## src/rtl/div_sched_pkg.sv

```systemverilog
// Shared types and defaults for the divider scheduler.
// Optional feature macro used by this block: DIV_SCHED_TIMEOUT_EN (watchdog on the divider).
package div_sched_pkg;

    localparam int DEF_N = 4;
    localparam int DEF_W = 8;

    typedef enum logic [1:0] {
        IDLE   = 2'd0,
        LAUNCH = 2'd1,
        WAIT   = 2'd2,
        RESP   = 2'd3
    } state_e;

    // Round-robin pointer advance: the slot after the one just served, wrapping at n.
    function automatic int next_id(input int id, input int n);
        return (id + 1 >= n) ? 0 : id + 1;
    endfunction

endpackage

```

## src/rtl/div_sched_if.sv

```systemverilog
// Bundle of the requester, divider and response handshakes of the scheduler.
// "slave" is the scheduler's view; "master" is the view of the surrounding logic
// (clients, divider datapath and response consumer).
interface div_sched_if #(
    parameter int N   = 4,
    parameter int W   = 8,
    parameter int IDW = 2
);
    logic [N-1:0]   req_valid;
    logic [N-1:0]   req_ready;
    logic [N*W-1:0] req_a;
    logic [N*W-1:0] req_b;

    logic           dv_start;
    logic [W-1:0]   dv_a;
    logic [W-1:0]   dv_b;
    logic           dv_done;
    logic [W-1:0]   dv_q;
    logic [W-1:0]   dv_r;

    logic           rsp_valid;
    logic           rsp_ready;
    logic [IDW-1:0] rsp_id;
    logic [W-1:0]   rsp_q;
    logic [W-1:0]   rsp_r;
    logic           rsp_dz;
    logic           rsp_err;

    modport slave (
        input  req_valid, req_a, req_b,
        output req_ready,
        output dv_start, dv_a, dv_b,
        input  dv_done, dv_q, dv_r,
        output rsp_valid, rsp_id, rsp_q, rsp_r, rsp_dz, rsp_err,
        input  rsp_ready
    );

    modport master (
        output req_valid, req_a, req_b,
        input  req_ready,
        input  dv_start, dv_a, dv_b,
        output dv_done, dv_q, dv_r,
        input  rsp_valid, rsp_id, rsp_q, rsp_r, rsp_dz, rsp_err,
        output rsp_ready
    );
endinterface

```

## src/rtl/div_sched_rr_arb.sv

```systemverilog
// Combinational round-robin picker: grants the first asserted request at or
// after ptr_i, searching cyclically. Holds no state; the pointer lives in the caller.
module div_sched_rr_arb #(
    parameter int N   = 4,
    parameter int IDW = 2
) (
    input  logic [N-1:0]   req_i,
    input  logic [IDW-1:0] ptr_i,
    output logic [N-1:0]   gnt_o,
    output logic [IDW-1:0] gnt_id_o
);

    // Walk the requests starting from the pointer; the first hit wins.
    always_comb begin
        logic           found;
        int             idx;
        logic [IDW-1:0] idx_l;
        gnt_o    = '0;
        gnt_id_o = '0;
        found    = 1'b0;
        idx      = 0;
        idx_l    = '0;
        for (int k = 0; k < N; k++) begin
            idx = int'(ptr_i) + k;
            if (idx >= N) begin
                idx = idx - N;
            end
            idx_l = IDW'(idx);
            if (!found && req_i[idx_l]) begin
                found        = 1'b1;
                gnt_o[idx_l] = 1'b1;
                gnt_id_o     = idx_l;
            end
        end
    end

endmodule

```

## src/rtl/div_sched.sv

```systemverilog
// Round-robin scheduler sharing one iterative divider among N requesters.
// Divide-by-zero jobs are answered locally without starting the divider.
// Optional macro DIV_SCHED_TIMEOUT_EN adds a watchdog on the divider
// (TO_CYC cycles); without it WAIT waits forever and rsp_err is tied low.
module div_sched
    import div_sched_pkg::*;
#(
    parameter int N      = DEF_N,
    parameter int W      = DEF_W,
    parameter int IDW    = $clog2(N),
    parameter int TO_CYC = 64
) (
    input  logic clk,
    input  logic rst_n,
    div_sched_if.slave bus
);

    state_e         state_q, state_d;
    logic [IDW-1:0] rr_ptr_q, rr_ptr_d;
    logic [IDW-1:0] id_q, id_d;
    logic [W-1:0]   a_q, a_d;
    logic [W-1:0]   b_q, b_d;
    logic [W-1:0]   q_q, q_d;
    logic [W-1:0]   r_q, r_d;
    logic           dz_q, dz_d;

    logic [N-1:0]   gnt;
    logic [IDW-1:0] gnt_id;
    logic [N-1:0]   req_ready_c;
    logic           dv_start_c;

    logic [W-1:0]   a_arr [N];
    logic [W-1:0]   b_arr [N];

`ifdef DIV_SCHED_TIMEOUT_EN
    localparam int CNTW = $clog2(TO_CYC + 1);
    logic [CNTW-1:0] cnt_q, cnt_d;
    logic            err_q, err_d;
`endif

    // Unpack the flat operand buses so the granted slot can be selected by id.
    genvar gi;
    for (gi = 0; gi < N; gi++) begin : g_unpack
        assign a_arr[gi] = bus.req_a[gi*W +: W];
        assign b_arr[gi] = bus.req_b[gi*W +: W];
    end

    div_sched_rr_arb #(
        .N   (N),
        .IDW (IDW)
    ) u_arb (
        .req_i    (bus.req_valid),
        .ptr_i    (rr_ptr_q),
        .gnt_o    (gnt),
        .gnt_id_o (gnt_id)
    );

    // State, operand and result registers; reset drops any in-flight job.
    always_ff @(posedge clk or negedge rst_n) begin
        if (!rst_n) begin
            state_q  <= IDLE;
            rr_ptr_q <= '0;
            id_q     <= '0;
            a_q      <= '0;
            b_q      <= '0;
            q_q      <= '0;
            r_q      <= '0;
            dz_q     <= 1'b0;
        end else begin
            state_q  <= state_d;
            rr_ptr_q <= rr_ptr_d;
            id_q     <= id_d;
            a_q      <= a_d;
            b_q      <= b_d;
            q_q      <= q_d;
            r_q      <= r_d;
            dz_q     <= dz_d;
        end
    end

`ifdef DIV_SCHED_TIMEOUT_EN
    // Watchdog counter and error flag.
    always_ff @(posedge clk or negedge rst_n) begin
        if (!rst_n) begin
            cnt_q <= '0;
            err_q <= 1'b0;
        end else begin
            cnt_q <= cnt_d;
            err_q <= err_d;
        end
    end
`endif

    // Next-state and output decode for IDLE -> (LAUNCH -> WAIT ->) RESP -> IDLE.
    always_comb begin
        state_d     = state_q;
        rr_ptr_d    = rr_ptr_q;
        id_d        = id_q;
        a_d         = a_q;
        b_d         = b_q;
        q_d         = q_q;
        r_d         = r_q;
        dz_d        = dz_q;
        req_ready_c = '0;
        dv_start_c  = 1'b0;
`ifdef DIV_SCHED_TIMEOUT_EN
        cnt_d       = cnt_q;
        err_d       = err_q;
`endif
        unique case (state_q)
            IDLE: begin
                req_ready_c = gnt;
                if (|(bus.req_valid & gnt)) begin
                    a_d      = a_arr[gnt_id];
                    b_d      = b_arr[gnt_id];
                    id_d     = gnt_id;
                    rr_ptr_d = IDW'(next_id(int'(gnt_id), N));
                    if (b_arr[gnt_id] == '0) begin
                        // Zero divisor: answer immediately, divider stays idle.
                        q_d     = '1;
                        r_d     = a_arr[gnt_id];
                        dz_d    = 1'b1;
                        state_d = RESP;
                    end else begin
                        state_d = LAUNCH;
                    end
                end
            end
            LAUNCH: begin
                dv_start_c = 1'b1;
                state_d    = WAIT;
`ifdef DIV_SCHED_TIMEOUT_EN
                cnt_d      = '0;
`endif
            end
            WAIT: begin
                if (bus.dv_done) begin
                    q_d     = bus.dv_q;
                    r_d     = bus.dv_r;
                    dz_d    = 1'b0;
                    state_d = RESP;
`ifdef DIV_SCHED_TIMEOUT_EN
                    err_d   = 1'b0;
                end else if (cnt_q == CNTW'(TO_CYC - 1)) begin
                    // Divider silent for TO_CYC cycles: report an error result.
                    q_d     = '0;
                    r_d     = '0;
                    err_d   = 1'b1;
                    state_d = RESP;
                end else begin
                    cnt_d   = cnt_q + 1'b1;
`endif
                end
            end
            RESP: begin
                if (bus.rsp_ready) begin
                    dz_d    = 1'b0;
                    state_d = IDLE;
`ifdef DIV_SCHED_TIMEOUT_EN
                    err_d   = 1'b0;
`endif
                end
            end
            default: state_d = IDLE;
        endcase
    end

    assign bus.req_ready = req_ready_c;
    assign bus.dv_start  = dv_start_c;
    assign bus.dv_a      = a_q;
    assign bus.dv_b      = b_q;
    assign bus.rsp_valid = (state_q == RESP);
    assign bus.rsp_id    = id_q;
    assign bus.rsp_q     = q_q;
    assign bus.rsp_r     = r_q;
    assign bus.rsp_dz    = dz_q;
`ifdef DIV_SCHED_TIMEOUT_EN
    assign bus.rsp_err   = err_q;
`else
    assign bus.rsp_err   = 1'b0;
`endif

endmodule
```

## src/flat_wrapper.sv

```systemverilog
// flat-port wrapper written by rule: the top's interface ports become plain ports
module div_sched_flat import div_sched_pkg::*;
#(
    parameter int N      = DEF_N,
    parameter int W      = DEF_W,
    parameter int IDW    = $clog2(N),
    parameter int TO_CYC = 64
)
  (clk, rst_n, bus_req_valid, bus_req_a, bus_req_b, bus_req_ready, bus_dv_start, bus_dv_a, bus_dv_b, bus_dv_done, bus_dv_q, bus_dv_r, bus_rsp_valid, bus_rsp_id, bus_rsp_q, bus_rsp_r, bus_rsp_dz, bus_rsp_err, bus_rsp_ready);
  div_sched_if #(.N(N), .W(W), .IDW(IDW)) bus_i ();
  input  logic clk;
  input  logic rst_n;
  input wire logic [$bits(bus_i.req_valid)-1:0] bus_req_valid;
  input wire logic [$bits(bus_i.req_a)-1:0] bus_req_a;
  input wire logic [$bits(bus_i.req_b)-1:0] bus_req_b;
  output wire logic [$bits(bus_i.req_ready)-1:0] bus_req_ready;
  output wire logic [$bits(bus_i.dv_start)-1:0] bus_dv_start;
  output wire logic [$bits(bus_i.dv_a)-1:0] bus_dv_a;
  output wire logic [$bits(bus_i.dv_b)-1:0] bus_dv_b;
  input wire logic [$bits(bus_i.dv_done)-1:0] bus_dv_done;
  input wire logic [$bits(bus_i.dv_q)-1:0] bus_dv_q;
  input wire logic [$bits(bus_i.dv_r)-1:0] bus_dv_r;
  output wire logic [$bits(bus_i.rsp_valid)-1:0] bus_rsp_valid;
  output wire logic [$bits(bus_i.rsp_id)-1:0] bus_rsp_id;
  output wire logic [$bits(bus_i.rsp_q)-1:0] bus_rsp_q;
  output wire logic [$bits(bus_i.rsp_r)-1:0] bus_rsp_r;
  output wire logic [$bits(bus_i.rsp_dz)-1:0] bus_rsp_dz;
  output wire logic [$bits(bus_i.rsp_err)-1:0] bus_rsp_err;
  input wire logic [$bits(bus_i.rsp_ready)-1:0] bus_rsp_ready;
  assign bus_i.req_valid = bus_req_valid;
  assign bus_i.req_a = bus_req_a;
  assign bus_i.req_b = bus_req_b;
  assign bus_req_ready = bus_i.req_ready;
  assign bus_dv_start = bus_i.dv_start;
  assign bus_dv_a = bus_i.dv_a;
  assign bus_dv_b = bus_i.dv_b;
  assign bus_i.dv_done = bus_dv_done;
  assign bus_i.dv_q = bus_dv_q;
  assign bus_i.dv_r = bus_dv_r;
  assign bus_rsp_valid = bus_i.rsp_valid;
  assign bus_rsp_id = bus_i.rsp_id;
  assign bus_rsp_q = bus_i.rsp_q;
  assign bus_rsp_r = bus_i.rsp_r;
  assign bus_rsp_dz = bus_i.rsp_dz;
  assign bus_rsp_err = bus_i.rsp_err;
  assign bus_i.rsp_ready = bus_rsp_ready;
  div_sched #(.N(N), .W(W), .IDW(IDW), .TO_CYC(TO_CYC)) u_core (.clk(clk), .rst_n(rst_n), .bus(bus_i));
endmodule
```

## config.mk

```make
export PLATFORM = sky130hd
export DESIGN_NAME = div_sched_flat
export DESIGN_NICKNAME = d
export VERILOG_FILES = /design/src/rtl/div_sched_pkg.sv /design/src/rtl/div_sched_if.sv /design/src/rtl/div_sched_rr_arb.sv /design/src/rtl/div_sched.sv /design/src/flat_wrapper.sv
export SDC_FILE = /design/constraint.sdc
export NUM_CORES = 1
export LEC_CHECK = 0
export ABC_AREA = 1
export BUFFER_PORTS_ARGS = -buffer_cell sky130_fd_sc_hd__buf_2
export CORE_ASPECT_RATIO = 1.75
export CORE_UTILIZATION = 48
export CTS_CLUSTER_DIAMETER = 30
export DETAILED_ROUTE_END_ITERATION = 16
export GPL_ROUTABILITY_DRIVEN = 0
export GPL_TIMING_DRIVEN = 1
export PLACE_DENSITY = 0.78
export SYNTH_ARGS = -nofsm -noshare
export SYNTH_HDL_FRONTEND = slang
export SYNTH_SLANG_ARGS = --single-unit
export TNS_END_PERCENT = 50
```

## constraint.sdc

```tcl
create_clock -name clk -period 3.6 [get_ports clk]
set_input_delay 0.72 -clock clk [delete_from_list [all_inputs] [get_ports clk]]
set_output_delay 0.72 -clock clk [all_outputs]
set_load 0.01 [all_outputs]
```

==> results.py <==
metrics = {
    "outcome": {
        "status": "completed",
    },
    "critical_path": {
        "path_max_fanout": 34,
        "rrSetupSlack_ns": 0.35,
        "r2r_start": "u_core.rr_ptr_q[1]",
        "start_kind": "flip-flop",
        "r2r-end": "u_core.bus.rsp_r[7]",
        "critPathArrivalTime_ns": 3.43,
        "required_ns": 3.78,
        "crit_type": "flip-flop to flip-flop",
        "endpoint_kind": "flip-flop",
        "r2r_cells": 18,
    },
    "pwr": {
        "p_int_mw": 2.04,
        "pwr-share-comb_pct": 74.6,
        "p_leak_nw": 2.11,
        "power.switching_mw": 2.52,
        "power_density_nw_per_um2": 1220,
        "clkPwrFrac_pct": 7.6,
        "switching_share_pct": 55.3,
        "irDropWorstVdd_mv": 1.15,
        "p_seq_share_pct": 17.7,
    },
    "cts": {
        "clock_latency_ns": 0.28,
        "cts_tree": "done",
        "numCtsBuffers": 5,
        "cts_root_buf": "clkbuf_8",
        "htreeDepth": 2,
        "cts_hold_buf": 0,
        "cts_resized": 0,
        "clock-sinks": 39,
        "clkTransAtPathRegs_ns": 0.07,
        "clk_path_buf_depth": 2,
        "post_cts_buffers": 0,
    },
    "floorplan": {
        "die_area_um2": 6540,
        "core_um2": 5930,
        "initial_core_util_pct": 50.3,
        "die_h_um": 106,
        "top_level_ports": 130,
        "rows": 37,
        "die_w_um": 61.6,
    },
    "min_path": {
        "holdCritPathClass": "flip-flop to flip-flop",
        "hold_path_end": "u_core.bus.rsp_q[2]",
        "hold_depth": 2,
        "min_from": "u_core.bus.rsp_q[2]",
    },
    "yosys": {
        "synth_top_area_share_pct": 32.7,
        "synthTopCellsByArea": "dfrtp_1 33%, nand2_1 22%, nand3_1 12%",
        "synth_nets": 523,
        "yosysUniqueCellTypes": 32,
        "synth_cells": 423,
        "synth-seq-area-share_pct": 32.7,
        "ys_ff_latch": 39,
        "synthesis.area_um2": 2980,
        "yosys_warnings": 0,
        "async_reset_ff_share_pct": 100,
        "avgSynthCellArea_um2": 7.05,
        "synth.largest_area_cell": "dfrtp_1",
        "ys.flop_type": "dfrtp_1",
        "synth_edf_count": 0,
    },
    "cells_and_area": {
        "n_antenna_cell": 0,
        "design_area_um2": 3730,
        "area_delta_synth_final_pct": 25.2,
        "drive_above_1_share_pct": 34.2,
        "final_nets": 644,
    },
    "sta": {
        "tns_ns": 0,
        "final-hold-violation-count": 0,
        "tightest_slew_ns": 0.885,
        "final-setup-viol-count": 0,
        "worst_hold_slack_ns": 0.469,
        "rsz0062_at_grt": "false",
        "report.final.slew_viol_count": 0,
        "final.setup_skew_ns": 0.00561,
        "finalCriticalPeriod_ns": 3.25,
        "max_freq_mhz": 308,
        "finalCritPeriodShare_pct": 90.3,
        "max_slew_margin_pct": 41.0,
        "fin_ws_ns": 0.348,
    },
    "grt": {
        "grtUsageTotal_pct": 25.9,
        "gr-total-overflow": 0,
        "grt_pass1_wl_um": 13100,
        "grt_pass1_vias": 2953,
        "antenna_found_initial": 0,
        "grt_max_degree": 40,
    },
    "route": {
        "drc": 0,
        "viasPerCell": 5.13,
        "drtAntennaViolNets": 0,
        "drt_iter0_markers": 180,
        "via_count": 3191,
        "totalWireLength_um": 8150,
        "dr.pass1.iters": 5,
        "avgRoutedWirePerCell_um": 13.1,
    },
    "placement": {
        "place.port_buffers": 128,
        "place_ws_ns": 0.286,
        "placed_area_um2": 3620,
        "dp_hpwl_um": 6290,
    },
    "flow_run": {
        "max_cap_viol_count": 0,
    },
}
==> synthesized netlist by cell type (2+ instances only) <==
master    number
nand2_4        3
o21ai_0       25
nor2_8         2
nand3_1       71
ha_1          12
nand2_2       10
buf_2          3
a22oi_1        3
clkbuf_1       6
nor2_4         2
inv_2          2
buf_4          5
nor2_1        10
nand2_1      174
or2_2          9
inv_1         17
nand3_2       11
dfrtp_1       39
buf_6          4
o21a_1         2
nor2_2         2
==> critical path: stages, from the launching register on <==
cell	delay (ns)
dfrtp_1	0.51
inv_1	0.17
ha_1	0.39
inv_1	0.09
nand3_1	0.09
nand2_1	0.12
nor2_2	0.26
nand2_1	0.08
nand2_1	0.11
nand2_4	0.15
nand2_8	0.22
clkinv_1	0.26
buf_4	0.24
nand2_1	0.06
nand3_1	0.08
nand3_1	0.12
nand2_1	0.07
nand3_2	0.07
nand2_1	0.05
==> cell families (layout without fill, tap and decap cells) <==
group           Yosys count  in the layout  share of synthesized area [%]
fa+ha+maj                12             12                           5.04
flops                    39             39                           32.7
compound gates           35             35                           6.93
buf+inv                  40            161                           7.43
other cells               1              1                          0.126
simple gates            296            296                           47.7
==> through the flow <==
stage | std cells | total power [mW] | utilization (%)
3_3_place_gp | 615 | 4.11 | 61.1
5_1_grt | 622 | 5.11 | 63.0
2_1_floorplan | 423 | 3.54 | -
6_report | 622 | 4.56 | 63.0
4_1_cts | 622 | 4.57 | 62.8
3_5_place_dp | 615 | 4.21 | 61.1
==> cells in the final DEF, fill, tap and decap left out, drive strengths merged, types with 2 or more instances in the layout <==
cell type,Yosys,layout
nand2,187,187
nor2,16,16
o21ai,27,27
a22oi,3,3
nand3,83,83
buf,13,133
inv,20,20
ha,12,12
dfrtp,39,39
o21a,2,2
clkbuf,6,6
or2,9,9
==> state kept, by name (all words and copies together) (netlist names) <==
register,cells
u_core.bus.dv_b,8
u_core.bus.dv_a,8
u_core.rr_ptr_q,2
u_core.bus.rsp_dz,1
u_core.state_q,2
u_core.bus.rsp_q,8
u_core.bus.rsp_r,8
u_core.bus.rsp_id,2
==> how the worst max path moves through the flow <==
stage / end / cells past startpoint / start
after global routing: u_core.bus.rsp_dz / 20 / u_core.rr_ptr_q[1]
after CTS: u_core.bus.rsp_r[7] / 18 / u_core.rr_ptr_q[1]
after global placement: u_core.bus.rsp_r[0] / 18 / u_core.rr_ptr_q[1]
after detailed placement: u_core.bus.rsp_r[1] / 18 / u_core.rr_ptr_q[1]
final: u_core.bus.rsp_r[7] / 18 / u_core.rr_ptr_q[1]
after floorplan: u_core.bus.rsp_q[0] / 21 / u_core.rr_ptr_q[0]
==> power by group through the flow <==
stage,registers (mW),clock network (mW),logic [mW]
floorplan,0.903,0,2.63
CTS,0.808,0.353,3.41
detailed placement,0.814,0,3.40
global placement,0.807,0,3.30
finish,0.808,0.349,3.41
global route,0.836,0.377,3.90
==> routing by layer <==
metal / routed length [µm] / part of all wire (%) / GRT usage [%] / up-vias
li1: - / - / - / 1605
met1: 3050 / 37 / 30.2 / 1453
met2: 4470 / 55 / 46.0 / 114
met3: 382 / 4.7 / 2.19 / 19
met4: 256 / 3.1 / 10.8 / 0
met5: 0 / 0 / 0 / -
==> layout make-up <==
class | instances | area [µm²]
timing repair buffer | 133 | 678
multi-input combinational | 344 | 1800
clock buffer | 6 | 72.6
inverter | 21 | 81.3
clock inverter | 1 | 30.0
fill | 597 | 2190
tap | 78 | 97.6
sequential | 39 | 976
(Power assumes the default switching activity.)
